## src/rtl/dma_csr_queue_pkg.sv

```systemverilog
// Shared register map, status/event bit positions and descriptor layout for dma_csr_queue.
// No logic; constants and types only.
// Backpressure: n/a.
package dma_csr_queue_pkg;

    localparam logic [11:0] CH_STRIDE      = 12'h040;
    localparam logic [11:0] REG_IRQ_STATUS = 12'hF00;

    localparam logic [5:0] REG_CTRL     = 6'h00;
    localparam logic [5:0] REG_ADDR     = 6'h08;
    localparam logic [5:0] REG_LEN      = 6'h10;
    localparam logic [5:0] REG_PUSH     = 6'h18;
    localparam logic [5:0] REG_STATUS   = 6'h20;
    localparam logic [5:0] REG_EVENTS   = 6'h28;
    localparam logic [5:0] REG_DONE_CNT = 6'h30;

    localparam int CTRL_EN_BIT     = 0;
    localparam int CTRL_IRQ_EN_BIT = 1;
    localparam int CTRL_FLUSH_BIT  = 2;

    localparam int ST_BUSY_BIT  = 0;
    localparam int ST_EMPTY_BIT = 1;
    localparam int ST_FULL_BIT  = 2;
    localparam int ST_CNT_LSB   = 8;

    localparam int EV_DONE_BIT = 0;
    localparam int EV_OVF_BIT  = 1;
    localparam int EV_ERR_BIT  = 2;
    localparam int EV_W        = 3;

    // Widest packet count any instance may use; narrower LEN_W is zero-extended.
    localparam int DESC_LEN_MAX = 64;

    typedef struct packed {
        logic [63:0]             addr;
        logic [DESC_LEN_MAX-1:0] len;
    } desc_t;

    typedef enum logic [1:0] {
        CH_IDLE  = 2'd0,
        CH_ISSUE = 2'd1,
        CH_RUN   = 2'd2
    } ch_state_e;

endpackage

```

## src/rtl/desc_fifo.sv

```systemverilog
// Synchronous descriptor FIFO with occupancy count and synchronous clear.
// Latency: a written entry is visible at rd_dat from the following cycle.
// Backpressure: writes while full are dropped unless a read frees a slot in the same cycle.
module desc_fifo #(
    parameter int  W     = 96,
    parameter int  DEPTH = 4,
    localparam int AW    = $clog2(DEPTH),
    localparam int CW    = AW + 1
) (
    input  logic          clk,
    input  logic          rstn,
    input  logic          clr,
    input  logic          wr_vld,
    input  logic [W-1:0]  wr_dat,
    input  logic          rd_rdy,
    output logic [W-1:0]  rd_dat,
    output logic [CW-1:0] count,
    output logic          empty,
    output logic          full
);
    logic [W-1:0]  mem [DEPTH];
    logic [AW-1:0] wr_ptr;
    logic [AW-1:0] rd_ptr;
    logic          do_wr;
    logic          do_rd;

    assign empty  = (count == '0);
    assign full   = (count == CW'(DEPTH));
    assign do_rd  = rd_rdy && !empty && !clr;
    assign do_wr  = wr_vld && (!full || do_rd) && !clr;
    assign rd_dat = mem[rd_ptr];

    always_ff @(posedge clk) begin
        if (do_wr) begin
            mem[wr_ptr] <= wr_dat;
        end
    end

    always_ff @(posedge clk) begin
        if (!rstn || clr) begin
            wr_ptr <= '0;
            rd_ptr <= '0;
            count  <= '0;
        end else begin
            if (do_wr) wr_ptr <= wr_ptr + 1'b1;
            if (do_rd) rd_ptr <= rd_ptr + 1'b1;
            count <= count + CW'(do_wr) - CW'(do_rd);
        end
    end

endmodule

```

## src/rtl/dma_csr_queue.sv

```systemverilog
// MMIO register front-end queuing DMA descriptors per channel and issuing them to an engine.
// Latency: rdata is combinational; a queued descriptor reaches ch_start one cycle after it is eligible.
// Backpressure: ch_start holds until ch_busy; PUSH into a full queue drops and flags overflow.
module dma_csr_queue
    import dma_csr_queue_pkg::*;
#(
    parameter int          N_CH       = 2,
    parameter int          DESC_DEPTH = 4,
    parameter logic [63:0] MMIO_BASE  = 64'h4000_0000,
    parameter int          LEN_W      = 32
) (
    input  logic                       clk,
    input  logic                       rstn,
    input  logic [63:0]                addr,
    input  logic [63:0]                wdata,
    input  logic                       we,
    output logic [63:0]                rdata,
    output logic [N_CH-1:0]            ch_start,
    output logic [N_CH-1:0][63:0]      ch_addr,
    output logic [N_CH-1:0][LEN_W-1:0] ch_len,
    input  logic [N_CH-1:0]            ch_busy,
    input  logic [N_CH-1:0]            ch_done,
    input  logic [N_CH-1:0]            ch_err,
    output logic                       irq
);
    localparam int CW = $clog2(DESC_DEPTH) + 1;
    localparam int FW = 64 + LEN_W;

    logic            hit;
    logic [11:0]     off;
    logic [5:0]      ch_sel;
    logic [5:0]      reg_sel;
    logic [N_CH-1:0] irq_src;
    logic [63:0]     ch_rdata [N_CH];

    assign hit     = ((addr & ~64'hFFF) == MMIO_BASE);
    assign off     = addr[11:0];
    assign ch_sel  = 6'(off / CH_STRIDE);
    assign reg_sel = 6'(off % CH_STRIDE);

    for (genvar g = 0; g < N_CH; g++) begin : g_ch
        logic              wr_sel;
        logic              wr_ctrl;
        logic              push_req;
        logic              en_q;
        logic              irq_en_q;
        logic              flush_q;
        logic [63:0]       stg_addr_q;
        logic [LEN_W-1:0]  stg_len_q;
        logic [EV_W-1:0]   ev_q;
        logic [EV_W-1:0]   ev_set;
        logic [EV_W-1:0]   ev_clr;
        logic [31:0]       done_cnt_q;
        logic [63:0]       addr_q;
        logic [LEN_W-1:0]  len_q;
        ch_state_e         state_q;
        ch_state_e         state_d;
        logic              pop;
        logic              issue_ld;
        logic              zero_done;
        logic              run_done;
        logic              run_err;
        logic              ovf;
        logic [FW-1:0]     fifo_rd;
        logic [CW-1:0]     fifo_cnt;
        logic              fifo_empty;
        logic              fifo_full;
        desc_t             head;
        logic [63:0]       status;

        assign wr_sel   = hit && we && (ch_sel == 6'(g));
        assign wr_ctrl  = wr_sel && (reg_sel == REG_CTRL);
        assign push_req = wr_sel && (reg_sel == REG_PUSH);
        assign ev_clr   = (wr_sel && (reg_sel == REG_EVENTS)) ? wdata[EV_W-1:0] : '0;

        desc_fifo #(
            .W     (FW),
            .DEPTH (DESC_DEPTH)
        ) u_fifo (
            .clk    (clk),
            .rstn   (rstn),
            .clr    (flush_q),
            .wr_vld (push_req),
            .wr_dat ({stg_addr_q, stg_len_q}),
            .rd_rdy (pop),
            .rd_dat (fifo_rd),
            .count  (fifo_cnt),
            .empty  (fifo_empty),
            .full   (fifo_full)
        );

        assign head = '{addr: fifo_rd[LEN_W +: 64], len: DESC_LEN_MAX'(fifo_rd[LEN_W-1:0])};

        always_comb begin
            state_d   = state_q;
            pop       = 1'b0;
            issue_ld  = 1'b0;
            zero_done = 1'b0;
            run_done  = 1'b0;
            run_err   = 1'b0;
            case (state_q)
                CH_IDLE: begin
                    if (en_q && !fifo_empty && !flush_q) begin
                        pop = 1'b1;
                        if (head.len != '0) begin
                            issue_ld = 1'b1;
                            state_d  = CH_ISSUE;
                        end else begin
                            zero_done = 1'b1;
                        end
                    end
                end
                CH_ISSUE: begin
                    if (ch_busy[g]) state_d = CH_RUN;
                end
                CH_RUN: begin
                    if (ch_done[g]) begin
                        run_done = 1'b1;
                        state_d  = CH_IDLE;
                    end else if (ch_err[g]) begin
                        run_err = 1'b1;
                        state_d = CH_IDLE;
                    end
                end
                default: state_d = CH_IDLE;
            endcase
        end

        // A push into a full queue survives only if the head leaves in the same cycle.
        assign ovf = push_req && fifo_full && !pop && !flush_q;

        always_comb begin
            ev_set              = '0;
            ev_set[EV_DONE_BIT] = run_done || zero_done;
            ev_set[EV_OVF_BIT]  = ovf;
            ev_set[EV_ERR_BIT]  = run_err;
        end

        always_ff @(posedge clk) begin
            if (!rstn) begin
                state_q    <= CH_IDLE;
                en_q       <= 1'b0;
                irq_en_q   <= 1'b0;
                flush_q    <= 1'b0;
                stg_addr_q <= '0;
                stg_len_q  <= '0;
                ev_q       <= '0;
                done_cnt_q <= '0;
                addr_q     <= '0;
                len_q      <= '0;
            end else begin
                state_q <= state_d;
                flush_q <= wr_ctrl && wdata[CTRL_FLUSH_BIT];
                if (wr_ctrl) begin
                    en_q     <= wdata[CTRL_EN_BIT];
                    irq_en_q <= wdata[CTRL_IRQ_EN_BIT];
                end
                if (wr_sel && (reg_sel == REG_ADDR)) stg_addr_q <= wdata;
                if (wr_sel && (reg_sel == REG_LEN))  stg_len_q  <= wdata[LEN_W-1:0];
                ev_q <= (ev_q & ~ev_clr) | ev_set;
                if (ev_set[EV_DONE_BIT]) done_cnt_q <= done_cnt_q + 32'd1;
                if (issue_ld) begin
                    addr_q <= head.addr;
                    len_q  <= head.len[LEN_W-1:0];
                end
            end
        end

        assign ch_start[g] = (state_q == CH_ISSUE);
        assign ch_addr[g]  = addr_q;
        assign ch_len[g]   = len_q;
        assign irq_src[g]  = irq_en_q && (|ev_q);

        always_comb begin
            status                       = '0;
            status[ST_BUSY_BIT]          = (state_q != CH_IDLE);
            status[ST_EMPTY_BIT]         = fifo_empty;
            status[ST_FULL_BIT]          = fifo_full;
            status[ST_CNT_LSB +: 8]      = 8'(fifo_cnt);
            ch_rdata[g]                  = '0;
            case (reg_sel)
                REG_CTRL: begin
                    ch_rdata[g][CTRL_EN_BIT]     = en_q;
                    ch_rdata[g][CTRL_IRQ_EN_BIT] = irq_en_q;
                end
                REG_ADDR:     ch_rdata[g] = stg_addr_q;
                REG_LEN:      ch_rdata[g] = 64'(stg_len_q);
                REG_STATUS:   ch_rdata[g] = status;
                REG_EVENTS:   ch_rdata[g] = 64'(ev_q);
                REG_DONE_CNT: ch_rdata[g] = 64'(done_cnt_q);
                default:      ch_rdata[g] = '0;
            endcase
        end
    end

    always_comb begin
        rdata = '0;
        if (hit) begin
            if (off == REG_IRQ_STATUS) begin
                rdata = 64'(irq_src);
            end else begin
                for (int c = 0; c < N_CH; c++) begin
                    if (ch_sel == 6'(c)) rdata = ch_rdata[c];
                end
            end
        end
    end

    always_ff @(posedge clk) begin
        if (!rstn) irq <= 1'b0;
        else       irq <= |irq_src;
    end

endmodule

```

## config.mk

```make
export PLATFORM = sky130hd
export DESIGN_NAME = dma_csr_queue
export DESIGN_NICKNAME = d
export VERILOG_FILES = /design/src/rtl/dma_csr_queue_pkg.sv /design/src/rtl/desc_fifo.sv /design/src/rtl/dma_csr_queue.sv
export SDC_FILE = /design/constraint.sdc
export NUM_CORES = 2
export LEC_CHECK = 0
export CAP_MARGIN = 20
export CORE_MARGIN = 2
export CORE_UTILIZATION = 58
export CTS_CLUSTER_SIZE = 20
export DETAILED_ROUTE_END_ITERATION = 8
export PLACE_DENSITY_LB_ADDON = 0.2
export SETUP_SLACK_MARGIN = 0.5
export SLEW_MARGIN = 15
export SYNTH_ARGS = -nofsm -noshare
export SYNTH_HDL_FRONTEND = slang
export SYNTH_SLANG_ARGS = --single-unit
```

## constraint.sdc

```tcl
create_clock -name clk -period 6 [get_ports clk]
set_input_delay 0.6 -clock clk [delete_from_list [all_inputs] [get_ports clk]]
set_output_delay 0.6 -clock clk [all_outputs]
set_load 0.05 [all_outputs]
```

==> load_flow_metrics.sql <==
INSERT INTO impl_metrics (metric_group, metric, value, unit) VALUES
('global_route', 'grtUsageTotal', '0.304', ''),
('setup_path', 'worst-path-stages', '9', ''),
('finish', 'post-route-cell-area', '56800', 'um2'),
('sta', 'totalNegativeSetupSlack', '0', 'ns'),
('setup_path', 'worst_r2r_path_depth', '8', ''),
('global_route', 'global_route.overflow_total', '0', ''),
('synthesis', 'synth_cells', '3269', ''),
('synthesis', 'largest_family_of_logic_cells_by_synthesized_area', 'multiplexers', ''),
('routing', 'initial_drt_markers', '2812', ''),
('sta', 'clock_skew', '0.0156', 'ns'),
('cts', 'ctsLongestPathBuffers', '3', ''),
('finish', 'multiInputGateArea', '14000', 'um2'),
('sta', 'rsz0062_at_grt', 'false', ''),
('cts', 'cts_hold_repair.buffers', '0', ''),
('setup_path', 'critical_path.slowest_cell', 'sky130_fd_sc_hd__nand2b_1', ''),
('synthesis', 'synthDistinctLibCells', '56', ''),
('floorplan', 'floorplan.die.height', '290', 'um'),
('setup_path', 'worstPathBufferInverterCount', '3', ''),
('synthesis', 'synth-seq-area-share', '0.688', ''),
('synthesis', 'synth.cell_area', '47600', 'um2'),
('synthesis', 'synth.area.mux_share', '0.147', ''),
('finish', 'post_route_cells_drive_above_1_share', '0.126', ''),
('sta', 'worst_slew_pin_slew', '1.12', 'ns'),
('setup_path', 'critical_path_class', 'in2out', ''),
('routing', 'routed_antenna_nets', '0', ''),
('cts', 'clkLatencyLatePin', '0.68', 'ns'),
('cts', 'clock-sinks', '1251', ''),
('setup_path', 'rr_endpoint', 'g_ch[1].done_cnt_q[28]', ''),
('finish', 'fin_nets', '3791', ''),
('sta', 'finalHoldViolations', '0', ''),
('place', 'hpwlAfterDp', '87500', 'um'),
('finish', 'register_area', '32700', 'um2'),
('floorplan', 'die_area', '84300', 'um2'),
('synthesis', 'synthesis.nets', '3422', ''),
('setup_path', 'critical_path.startpoint', 'addr[0]', ''),
('cts', 'cts.htree.levels', '3', ''),
('synthesis', 'number_of_enable_flip_flop_cells_after_synthesis', '768', ''),
('setup_path', 'critical_path_required', '5.40', 'ns'),
('setup_path', 'timing.critical_path.cells', 'clkdlybuf4s50_1 > nor4_1 > nand2_1 > nor4_1 > nand2b_1 > buf_8 > nand2b_1 > nor2_1 > buf_12', ''),
('sta', 'setup_violations', '0', ''),
('floorplan', 'floorplan.rows', '105', ''),
('flow_run', 'cap_viol_max_count', '0', ''),
('finish', 'layout_commonest_cell', 'sky130_fd_sc_hd__edfxtp_1', ''),
('cts', 'post_cts.resized_instances', '0', ''),
('cts', 'cts_root_buffer', 'sky130_fd_sc_hd__clkbuf_16', ''),
('finish', 'postLayoutCoreUtil', '0.696', ''),
('routing', 'avgRoutedWirePerCell', '26.7', 'um'),
('global_route', 'grt_pass1_wl', '191000', 'um'),
('routing', 'avgViaCountPerCell', '6.19', ''),
('routing', 'drc', '0', ''),
('setup_path', 'timing.critical_path.to_type', 'output pin', ''),
('cts', 'tritoncts', 'yes', ''),
('synthesis', 'post_synth_xor_area_fraction', '0.00608', ''),
('setup_path', 'critical_path.top_delay_family', 'simple AND/OR/NAND/NOR gates', ''),
('pwr', 'max-vdd-ir-drop', '0.255', 'mV'),
('synthesis', 'compound_cell_area_share_of_the_yosys_netlist', '0.0524', ''),
('synthesis', 'dominantRegCellSynth', 'sky130_fd_sc_hd__edfxtp_1', ''),
('synthesis', 'syn_area_per_cell', '14.5', 'um2'),
('synthesis', 'ys_ff_latch', '1251', ''),
('sta', 'fmaxAchievable', '195', 'MHz'),
('pwr', 'p_leak', '20.3', 'nW'),
('synthesis', 'yosysWarningCount', '0', ''),
('place', 'finalWeightedCongestion', '0.934', ''),
('pwr', 'power_density', '292', 'nW/um2'),
('setup_path', 'worst_path_largest_cell_delay', '0.76', 'ns'),
('finish', 'filler_cell_count', '5382', ''),
('cts', 'clk_pin_slew', '0.06', 'ns'),
('sta', 'max_slew_margin', '0.252', ''),
('global_route', 'grt_start_max_net_pins', '139', ''),
('status', 'run_status', 'finished clean', ''),
('min_path', 'worst_hold_path_type', 'reg2reg', '');
report_power, final:
part	internal (W)	switching, W
Clock	0.00418	0.00317
Sequential	0.00901	0.00000000000000000452
Combinational	0.0000912	0.000133
Total	0.0133	0.00330
synth_stat cells (37+ instances only):
library cell               count  area, um2
sky130_fd_sc_hd__a21oi_1     185        926
sky130_fd_sc_hd__a222oi_1     52        521
sky130_fd_sc_hd__a22oi_1      51        383
sky130_fd_sc_hd__clkbuf_1    161        604
sky130_fd_sc_hd__dfxtp_1     483       9670
sky130_fd_sc_hd__edfxtp_1    768      23100
sky130_fd_sc_hd__mux2i_1     265       2650
sky130_fd_sc_hd__mux4_2      192       4320
sky130_fd_sc_hd__nand2_1     300       1130
sky130_fd_sc_hd__nor2_1      381       1430
sky130_fd_sc_hd__nor4_1       43        269
sky130_fd_sc_hd__o21ai_0      41        205
sky130_fd_sc_hd__or3_1        37        231
layer usage:
| metal | GRT usage | vias to the layer above | wire length [um] |
|---|---|---|---|
| li1 | - | 13100 | - |
| met1 | 0.407 | 15100 | 50700 |
| met2 | 0.510 | 1359 | 63900 |
| met3 | 0.0536 | 217 | 9850 |
| met4 | 0.0951 | 6 | 4050 |
| met5 | 0 | - | 41 |
sequential cells by signal, indices dropped and copies added (netlist names), 6 cells and up, named ones only:
register and flops:
g_ch.u_fifo.mem 768, g_ch.addr_q 128, g_ch.stg_addr_q 128, g_ch.done_cnt_q 64, g_ch.len_q 64, g_ch.stg_len_q 64, g_ch.ev_q 6, g_ch.u_fifo.count 6
tightest hold or removal path: cells and delay by family (launching register included):
kind	cells	cell delay [ns]
flops	1	0.32
mux	1	0.07
simple gates	1	0.07
cell type report:
cell class | instances | share of cell area
Timing Repair Buffer | 455 | 0.0837
Inverter | 26 | 0.00185
Sequential cell | 1251 | 0.576
Tap cell | 1070 | 0.0236
Antenna cell | 5 | 0.000220
Clock buffer | 170 | 0.0581
Multi-Input combinational cell | 1785 | 0.247
Clock inverter | 57 | 0.00975
through the flow:
| stage | std cells | setup WS [ns] | power (W) |
|---|---|---|---|
| after floorplan | 3269 | 0.790 | 0.00926 |
| after global placement | 4584 | 0.850 | 0.00942 |
| after detailed placement | 4584 | 0.803 | 0.00942 |
| after CTS | 4811 | 0.773 | 0.0167 |
| after global routing | 4814 | 0.746 | 0.0170 |
| final | 4819 | 0.878 | 0.0166 |
how the worst min path moves through the flow:
stage          cells after the start                    from  slack [ns]                      to
2_1_floorplan                      2  g_ch[1].done_cnt_q[31]        0.44  g_ch[1].done_cnt_q[31]
3_3_place_gp                       2  g_ch[1].done_cnt_q[31]        0.47  g_ch[1].done_cnt_q[31]
3_5_place_dp                       2      g_ch[0].addr_q[14]        0.48      g_ch[0].addr_q[14]
4_1_cts                            3              ch_busy[1]        0.48      g_ch[1].state_q[1]
5_1_grt                            3               wdata[45]        0.51  g_ch[0].stg_addr_q[45]
6_report                           2      g_ch[0].addr_q[41]        0.49      g_ch[0].addr_q[41]
logic make-up (layout without fill, tap and decap cells):
group / count (synthesis) / after routing
adder cells (fa/ha/maj): 16 / 16
buffers and inverters: 233 / 708
AND/OR/NAND/NOR: 895 / 895
flip-flops: 1251 / 1251
AO/OA/AOI/OAI: 383 / 383
other: 0 / 5
XOR/XNOR: 33 / 33
multiplexers: 458 / 458
(Power assumes the default switching activity.)
